### src/rtl/apb_pkg.sv
// apb_pkg: APB state encoding and strobe-width helper, shared by requester and slave side.
package apb_pkg;
  typedef enum logic [1:0] {
    IDLE   = 2'b00,
    SETUP  = 2'b01,
    ACCESS = 2'b10,
    RESP   = 2'b11
  } apb_state_t;
  function automatic int apb_strb_w(input int dw);
    return dw / 8;
  endfunction
endpackage

### src/rtl/apb_master.sv
// apb_master: APB4 requester turning a valid/ready command stream into SETUP/ACCESS
// transfers with wait states, slave errors and an ACCESS-phase watchdog.
module apb_master
  import apb_pkg::*;
#(
  parameter int DW  = 32,
  parameter int AW  = 5,
  parameter int TMO = 16,
  localparam int SW = apb_strb_w(DW)
) (
  input  logic          pclk,
  input  logic          preset,
  input  logic          i_cmd_valid,
  output logic          o_cmd_ready,
  input  logic          i_cmd_write,
  input  logic [AW-1:0] i_cmd_addr,
  input  logic [DW-1:0] i_cmd_wdata,
  input  logic [SW-1:0] i_cmd_strb,
  output logic          o_rsp_valid,
  input  logic          i_rsp_ready,
  output logic [DW-1:0] o_rsp_rdata,
  output logic          o_rsp_err,
  output logic          o_rsp_tmo,
  output logic [AW-1:0] o_paddr,
  output logic          o_pwrite,
  output logic          o_psel,
  output logic          o_penable,
  output logic [DW-1:0] o_pwdata,
  output logic [SW-1:0] o_pstrb,
  input  logic [DW-1:0] i_prdata,
  input  logic          i_pslverr,
  input  logic          i_pready
);
  localparam int CW = $clog2(TMO);
  localparam logic [CW-1:0] CNT_LAST = CW'(TMO - 1);

  apb_state_t    state_q, state_d;
  logic [AW-1:0] addr_q, addr_d;
  logic          write_q, write_d;
  logic [DW-1:0] wdata_q, wdata_d;
  logic [SW-1:0] strb_q, strb_d;
  logic [DW-1:0] rdata_q, rdata_d;
  logic          err_q, err_d;
  logic          tmo_q, tmo_d;
  logic [CW-1:0] cnt_q, cnt_d;

  always_ff @(posedge pclk or posedge preset) begin
    if (preset) begin
      state_q <= IDLE;
      addr_q  <= '0;
      write_q <= 1'b0;
      wdata_q <= '0;
      strb_q  <= '0;
      rdata_q <= '0;
      err_q   <= 1'b0;
      tmo_q   <= 1'b0;
      cnt_q   <= '0;
    end else begin
      state_q <= state_d;
      addr_q  <= addr_d;
      write_q <= write_d;
      wdata_q <= wdata_d;
      strb_q  <= strb_d;
      rdata_q <= rdata_d;
      err_q   <= err_d;
      tmo_q   <= tmo_d;
      cnt_q   <= cnt_d;
    end
  end

  // Write data and strobe are zeroed at capture so reads never show stale bus data.
  always_comb begin
    state_d = state_q;
    addr_d  = addr_q;
    write_d = write_q;
    wdata_d = wdata_q;
    strb_d  = strb_q;
    rdata_d = rdata_q;
    err_d   = err_q;
    tmo_d   = tmo_q;
    cnt_d   = cnt_q;
    case (state_q)
      IDLE: if (i_cmd_valid) begin
        state_d = SETUP;
        addr_d  = i_cmd_addr;
        write_d = i_cmd_write;
        wdata_d = i_cmd_write ? i_cmd_wdata : '0;
        strb_d  = i_cmd_write ? i_cmd_strb : '0;
        cnt_d   = '0;
      end
      SETUP: state_d = ACCESS;
      ACCESS: if (i_pready) begin
        state_d = RESP;
        err_d   = i_pslverr;
        tmo_d   = 1'b0;
        rdata_d = write_q ? '0 : i_prdata;
      end else if (cnt_q == CNT_LAST) begin
        state_d = RESP;
        err_d   = 1'b1;
        tmo_d   = 1'b1;
        rdata_d = '0;
      end else begin
        cnt_d = cnt_q + CW'(1);
      end
      RESP: if (i_rsp_ready) state_d = IDLE;
      default: state_d = IDLE;
    endcase
  end

  assign o_cmd_ready = state_q == IDLE;
  assign o_psel      = (state_q == SETUP) || (state_q == ACCESS);
  assign o_penable   = state_q == ACCESS;
  assign o_rsp_valid = state_q == RESP;
  assign o_rsp_rdata = rdata_q;
  assign o_rsp_err   = err_q;
  assign o_rsp_tmo   = tmo_q;
  assign o_paddr     = addr_q;
  assign o_pwrite    = write_q;
  assign o_pwdata    = wdata_q;
  assign o_pstrb     = strb_q;
endmodule

### config.mk
export PLATFORM = sky130hd
export DESIGN_NAME = apb_master
export DESIGN_NICKNAME = d
export VERILOG_FILES = /design/src/rtl/apb_pkg.sv /design/src/rtl/apb_master.sv
export SDC_FILE = /design/constraint.sdc
export NUM_CORES = 1
export LEC_CHECK = 0
export CAP_MARGIN = 20
export CORE_MARGIN = 4
export CORE_UTILIZATION = 42
export CTS_CLUSTER_SIZE = 8
export DETAILED_ROUTE_END_ITERATION = 8
export PLACE_DENSITY = 0.87
export SYNTH_ARGS = -nofsm -noshare
export SYNTH_HDL_FRONTEND = slang
export SYNTH_SLANG_ARGS = --single-unit
### constraint.sdc
create_clock -name pclk -period 3.32 [get_ports pclk]
set_input_delay 0.664 -clock pclk [delete_from_list [all_inputs] [get_ports pclk]]
set_output_delay 0.664 -clock pclk [all_outputs]
set_load 0.01 [all_outputs]
Word level (Yosys, flattened, before mapping)
Index checks and enable logic that the tools add are counted.

Add/subtract/negate cells: 1. Eq/ne operators: 9. Muxes and demuxes: 17. Reduce and logical (&&, ||, !) cells: 8.

Operators with widths (count): two-way mux 32 bit (4); two-way mux 4 bit (4); two-way mux 2 bit (4); case mux 2 bit (4 select lines) (1); case mux 4 bit (2 select lines) (1); != test 2 bit, second input constant (3); adder 4 x 1 -> 4 bit, second input constant (1); equality test 2 bit, second input constant (2); equality test 4 bit, second input constant (1); AND reduction 2 bit (2); AND reduction 4 bit (1); nonzero test 2 bit (2); two-way mux 1 bit (3); != test 3 x 1 -> 1 bit, second input constant (1); AND reduction 3 bit (1); equality test 2 x 1 -> 1 bit, second input constant (1); zero test 2 bit (1); != test 2 x 1 -> 1 bit, second input constant (1); logical OR 1 bit (1).

Bits in registers: 82. Bits of input ports: 80. Output and inout port bits: 80.

Longest topological paths before layout
Gate-level depths: netlist (run 1).

Word-level depth: 4. Gate-level depth with buffers: 7.

Least setup slack after synthesis (run 1)
OpenSTA, ideal clock, no wires.

Kind: register to register. Start: reg state_q[0]. End: reg state_q[1]. Library setup time: 0.125 ns. Arrival: 1.433 ns. Path slack: 1.762 ns. Stages on the path, launching flop included: 6. Clock period less this slack: 1.558 ns. Cell sequence: dfrtp_1 -> inv_1 -> ha_1 -> or2b_1 -> o221a_4 -> mux2_4.

Cells in the longest elaborated chain, start to end: 3. Elaborated cells between the ends (all ways): 9.

Ends and longest elaborated chain: start, declared (RTL line apb_master.sv:37) `apb_state_t state_q, state_d;`; start signal, assigned (RTL line apb_master.sv:59) `state_q <= state_d;`; zero test 2 bit (*); named net o_cmd_ready (RTL line apb_master.sv:14) `output logic o_cmd_ready,`; != test 2 bit (no source line); AND reduction 3 bit (no source line).

Mark *: on every way through the listed nets, which the timed path passes. The rest lies on a longest branch. A chain may end at the register's enable or synchronous reset.

Worst setup path in the final report (run 1)
Start: reg state_q[0]. End: out o_cmd_ready.

Cells in the longest elaborated chain, start to end: 1.

Ends and longest elaborated chain: zero test 2 bit (RTL line apb_master.sv:110) `assign o_cmd_ready = state_q == IDLE;`; end, declared (RTL line apb_master.sv:14).

No other way between the ends.

==> results of run 1 <==
==> cells in the final DEF, fill, tap and decap left out, types with 3 or more instances in the layout <==
master | Yosys | routed
a21oi_1 | 4 | 4
ha_1 | 5 | 5
mux2_2 | 6 | 6
nand2_1 | 75 | 74
inv_1 | 8 | 7
and4b_1 | 32 | 32
o21ai_0 | 38 | 38
nor2b_1 | 3 | 3
dfrtp_1 | 82 | 82
clkdlybuf4s50_1 | 0 | 159
clkbuf_8 | 0 | 9
buf_4 | 0 | 5
a21o_1 | 32 | 32
==> sequential cells by signal (all words and copies together), names as in the netlist <==
register,flops
o_rsp_err,1
o_paddr,5
o_pstrb,4
cnt_q,4
o_rsp_tmo,1
o_rsp_rdata,32
o_pwdata,32
o_pwrite,1
state_q,2
==> logic make-up after synthesis <==
group                      after synthesis  share of synthesized area [%]
and+or+nand+nor                        117                           18.6
AOI/OAI and AO/OA                       86                           15.7
DFF                                     82                           56.8
buffers and inverters                   34                           4.54
muxes                                    8                           2.56
adders and majority gates                5                           1.73
==> through the flow <==
step           hold slack (ns)  instances  utilization [%]  power [mW]  setup WS (ns)
6_report                 0.481        592             65.9        4.65          0.901
5_1_grt                  0.500        592             65.9        4.96          0.788
4_1_cts                  0.483        592             65.9        4.71          0.844
3_5_place_dp             0.465        576             63.4        3.97          0.850
3_3_place_gp             0.457        576             63.4        3.89          0.904
2_1_floorplan            0.478        332                -        2.74          0.548
==> routing by layer <==
metal | GRT usage, % | part of all wire (%) | vias to the layer above
li1 | - | - | 1458
met1 | 24.4 | 43 | 1434
met2 | 30.1 | 47 | 146
met3 | 5.12 | 9.5 | 11
met4 | 7.15 | 1.4 | 0
met5 | 0 | 0 | -
==> layout make-up <==
| class | count | share of cell area (%) |
|---|---|---|
| inverter | 8 | 0.572 |
| tap | 105 | 2.40 |
| timing repair buffer | 165 | 30.2 |
| clock inverter | 6 | 1.37 |
| multi-input combinational | 216 | 25.6 |
| sequential | 82 | 37.5 |
| clock buffer | 10 | 2.34 |
==> worst max path at each step <==
stage                   endpoint  slack, ns  depth (start not counted)
detailed placement  o_pwdata[20]       0.85                          5
finish               o_cmd_ready       0.90                          3
CTS                  o_cmd_ready       0.84                          3
global route         o_cmd_ready       0.79                          3
global placement    o_pwdata[23]       0.90                          5
floorplan               cnt_q[0]       0.55                          1
==> power by group through the flow <==
stage | clock [mW] | sequential [mW] | combinational [mW]
global route | 0.782 | 1.78 | 2.40
detailed placement | 0 | 1.72 | 2.25
finish | 0.723 | 1.72 | 2.22
CTS | 0.745 | 1.72 | 2.25
floorplan | 0 | 1.89 | 0.842
global placement | 0 | 1.71 | 2.18
==> worst max-delay path: stages, from the launching register on <==
cell	delay, ns
dfrtp_1	0.40
inv_1	0.12
ha_1	0.30
clkdlybuf4s50_1	0.60
==> impl_metrics.json, run 1 <==
{
  "grt_first_pass_wirelength_um": 15300,
  "dpl_cell_area_um2": 5260,
  "powerDensity_nw_per_um2": 852,
  "post-synth-top-count-cell": "dfrtp_1",
  "required_ns": 2.66,
  "place.gp.congestion": 0.816,
  "synth_cell_types": 32,
  "cts_max_level": 3,
  "r2r_end": "o_pwdata[20]",
  "critPathKind": "reg2out",
  "synth_largest_area_cell": "dfrtp_1",
  "grt_pass1_vias": 3242,
  "firstDrtPassIters": 4,
  "whs_endpoint": "o_rsp_rdata[13]",
  "synth_edf_count": 0,
  "synth-seq-area-share_pct": 56.8,
  "maxSlewViolCount": 0,
  "overflow": 0,
  "postSynth.asyncResetShare_pct": 100,
  "dieArea_um2": 10100,
  "synth.area.top_cells": "dfrtp_1 (57%), and4b_1 (8.9%), nand2_1 (7.8%)",
  "pwr-share-seq_pct": 36.9,
  "ctsResizeCount": 0,
  "clockRootBuffer": "clkbuf_8",
  "path_max_fanout": 7,
  "areaGrowthSynthToFinish_pct": 51.3,
  "num_rows": 33,
  "fin_crit_sh_pct": 72.9,
  "slew_headroom_pct": 39.6,
  "insertion_delay_ns": 0.35,
  "ys_seq_elements": 82,
  "vdd_drop_max_mv": 0.540,
  "grt_use_total_pct": 18.8,
  "hp-class": "reg2reg",
  "fmax_mhz": 413,
  "core_um2": 8300,
  "pin_count": 160,
  "synth_top_area_share_pct": 56.8,
  "rsz0062_at_grt": "false",
  "fin_skew_ns": 0.0160,
  "hold_viol": 0,
  "synth_common_cells": "dfrtp_1 (82), nand2_1 (75), o21ai_0 (38), a21o_1 (32), and4b_1 (32)",
  "status": "complete, no violations",
  "start_util_pct": 43.5,
  "setup_violations": 0,
  "drc": 0,
  "internal_power_mw": 3.06,
  "crit_start": "state_q[0]",
  "fin_crit_ns": 2.42,
  "drt-initial-drc-count": 65,
  "switching_share_pct": 34.4,
  "cap_violations": 0,
  "regArea_um2": 2050,
  "fin_nets": 567,
  "combPwrFrac_pct": 47.6,
  "place.detailed.hpwl_um": 7050,
  "postCtsSetupBuffers": 0,
  "netlist_instances": 332,
  "cp-start-kind": "flop",
  "design_area_um2": 5470,
  "holdCritStartpoint": "o_rsp_rdata[13]",
  "n_antenna_cell": 0,
  "tns_ns": 0,
  "port_buffers": 159,
  "avgSynthCellArea_um2": 10.9,
  "min_path_cells": 1,
  "syn-num-nets": 417,
  "fill_cells": 653,
  "multiInputGateArea_um2": 1400,
  "regToRegSetupSlack_ns": 1.23,
  "cts.path.max_buffers": 2,
  "antenna_found_initial": 0,
  "crit_arrival_ns": 1.76,
  "reg2reg_from": "state_q[0]",
  "drt-total-wl_um": 9500,
  "clock_sinks": 82,
  "vias": 3049,
  "postRouteAntennaNets": 0,
  "die_w_um": 101,
  "worstMarginPinSlew_ns": 0.904,
  "netlist_area_um2": 3610,
  "worstSetupEndpointType": "output pin",
  "yosys_warnings": 0,
  "wl_per_cell_um": 16.0,
  "switchingPower_mw": 1.60,
  "holdBufCountCts": 0,
  "numCtsBuffers": 9,
  "ys.flop_type": "dfrtp_1",
  "viasPerCell": 5.15,
  "pwr-share-clk_pct": 15.5,
  "die_y_um": 101,
  "p_leak_nw": 2.66,
  "grt_start_max_net_pins": 60,
  "clk_pin_slew_worst_paths_ns": 0.08,
  "cts_tree": "built",
  "drive_above_1_share_pct": 7.19,
  "r2r_cells": 6
}
Power figures use the tool's default switching activity.
==> run 2, diff against run 1 <==
Clock period 3.32 ns to 2.4 ns, I/O delays scaled along.
==> impl_metrics.json, run 2 (synthesis results as in run 1) <==
{
  "status": "complete, no violations",
  "finalWorstSetupSlack_ns": 0.141,
  "vias": 3047,
  "final_cell_mix": "clkdlybuf4s50_1 (159), dfrtp_1 (82), nand2_1 (74)",
  "crit_chain": "inv_1, ha_1, clkdlybuf4s50_1",
  "grt_pass1_vias": 3183,
  "die_w_um": 101,
  "grt_use_total_pct": 19.3,
  "internal_power_mw": 4.23,
  "regToRegSetupSlack_ns": 0.62,
  "finalPower_mw": 6.43,
  "cap_violations": 0,
  "cp-start-kind": "flop",
  "areaGrowthSynthToFinish_pct": 51.7,
  "p_leak_nw": 2.66,
  "vdd_drop_max_mv": 0.615,
  "start_util_pct": 43.5,
  "powerDensity_nw_per_um2": 1170,
  "rsz0062_at_grt": "false",
  "maxSlewViolCount": 0,
  "critical-path-max-stage-delay_ns": 0.61,
  "fin_crit_ns": 2.26,
  "numCtsBuffers": 9,
  "place.gp.congestion": 0.824,
  "clock_sinks": 82,
  "r2r_end": "o_pwdata[14]",
  "drc": 0,
  "design_area_um2": 5480,
  "r2r_cells": 5,
  "cts_tree": "built",
  "port_buffers": 159,
  "reg2reg_from": "state_q[0]",
  "path_max_fanout": 7,
  "fin_nets": 570,
  "worstMarginPinSlew_ns": 0.453,
  "viasPerCell": 5.12,
  "cp_num_buf_inv": 2,
  "place.detailed.hpwl_um": 6860,
  "whs_endpoint": "o_rsp_rdata[23]",
  "postCtsSetupBuffers": 0,
  "n_antenna_cell": 0,
  "drt-initial-drc-count": 73,
  "cpMaxStageDelayCell": "clkdlybuf4s50_1",
  "drt-total-wl_um": 9490,
  "ctsResizeCount": 0,
  "fin_crit_sh_pct": 94.1,
  "wl_per_cell_um": 16.0,
  "dieArea_um2": 10100,
  "pwr-share-clk_pct": 15.2,
  "grt_first_pass_wirelength_um": 15500,
  "hp-class": "reg2reg",
  "combPwrFrac_pct": 47.9,
  "drive_above_1_share_pct": 7.76,
  "required_ns": 1.92,
  "cts_max_level": 3,
  "switching_share_pct": 34.2,
  "postRouteAntennaNets": 0,
  "num_rows": 33,
  "mostFrequentLayoutCell": "clkdlybuf4s50_1",
  "setup_violations": 0,
  "fin_skew_ns": 0.00938,
  "pin_count": 160,
  "min_path_cells": 1,
  "die_y_um": 101,
  "slew_headroom_pct": 69.7,
  "overflow": 0,
  "crit_arrival_ns": 1.78,
  "clk_pin_slew_worst_paths_ns": 0.08,
  "insertion_delay_ns": 0.34,
  "grt_start_max_net_pins": 83,
  "holdBufCountCts": 0,
  "path_delay_family": "buffers and inverters",
  "pwr-share-seq_pct": 36.9,
  "worstSetupEndpointType": "output pin",
  "tns_ns": 0,
  "dpl_cell_area_um2": 5290,
  "fill_cells": 663,
  "fmax_mhz": 443,
  "hold_viol": 0,
  "antenna_found_initial": 0,
  "switchingPower_mw": 2.20,
  "holdCritStartpoint": "o_rsp_rdata[23]",
  "firstDrtPassIters": 4,
  "critPathKind": "reg2out",
  "core_um2": 8300,
  "post-place-ws_ns": 0.427,
  "cts.path.max_buffers": 2,
  "clockRootBuffer": "clkbuf_8"
}
## run 2: changes by cell type in the layout (fill, tap and decap cells not counted), sizes merged
cell      delta
buf          +3
clkinvlp     +3
inv          -1
clkinv       -2
## run 2: final cells by class
class,instances,area (um^2),area share [%]
multi-input cells,216,1400,25.5
flip-flops and latches,82,2050,37.4
inverters,8,33.8,0.616
clock inverters,6,66.3,1.21
well taps,105,131,2.40
clock buffers,10,128,2.33
repair buffers,168,1670,30.5
## run 2: per-layer routing
layer,wire [um],vias up,track usage (%)
met2,4280,155,31.0
li1,-,1463,-
met3,968,12,5.61
met4,123,0,6.01
met1,4120,1417,25.1
met5,0,-,0
## run 2: worst max-delay path by stage
stage               cells past startpoint  slack, ns        start      endpoint
detailed placement                      4       0.43  i_cmd_valid  o_pwdata[14]
CTS                                     3       0.13   state_q[0]   o_cmd_ready
global route                            3       0.04   state_q[0]   o_cmd_ready
floorplan                               5       0.84   state_q[0]    state_q[1]
finish                                  3       0.14   state_q[0]   o_cmd_ready
global placement                        5       0.48  i_cmd_valid  o_pwdata[11]
## run 2: power by group through the flow
stage / Sequential, mW / Combinational (mW) / Clock (mW)
floorplan: 2.62 / 1.17 / 0
global placement: 2.37 / 3.03 / 0
detailed placement: 2.38 / 3.12 / 0
CTS: 2.38 / 3.12 / 1.01
global route: 2.46 / 3.35 / 1.07
finish: 2.37 / 3.08 / 0.977
## run 2: stage by stage
step / utilization (%) / hold slack [ns] / instances
2_1_floorplan: - / 0.478 / 332
3_3_place_gp: 63.7 / 0.456 / 579
3_5_place_dp: 63.7 / 0.464 / 579
4_1_cts: 66.0 / 0.484 / 595
5_1_grt: 66.0 / 0.497 / 595
6_report: 66.0 / 0.479 / 595
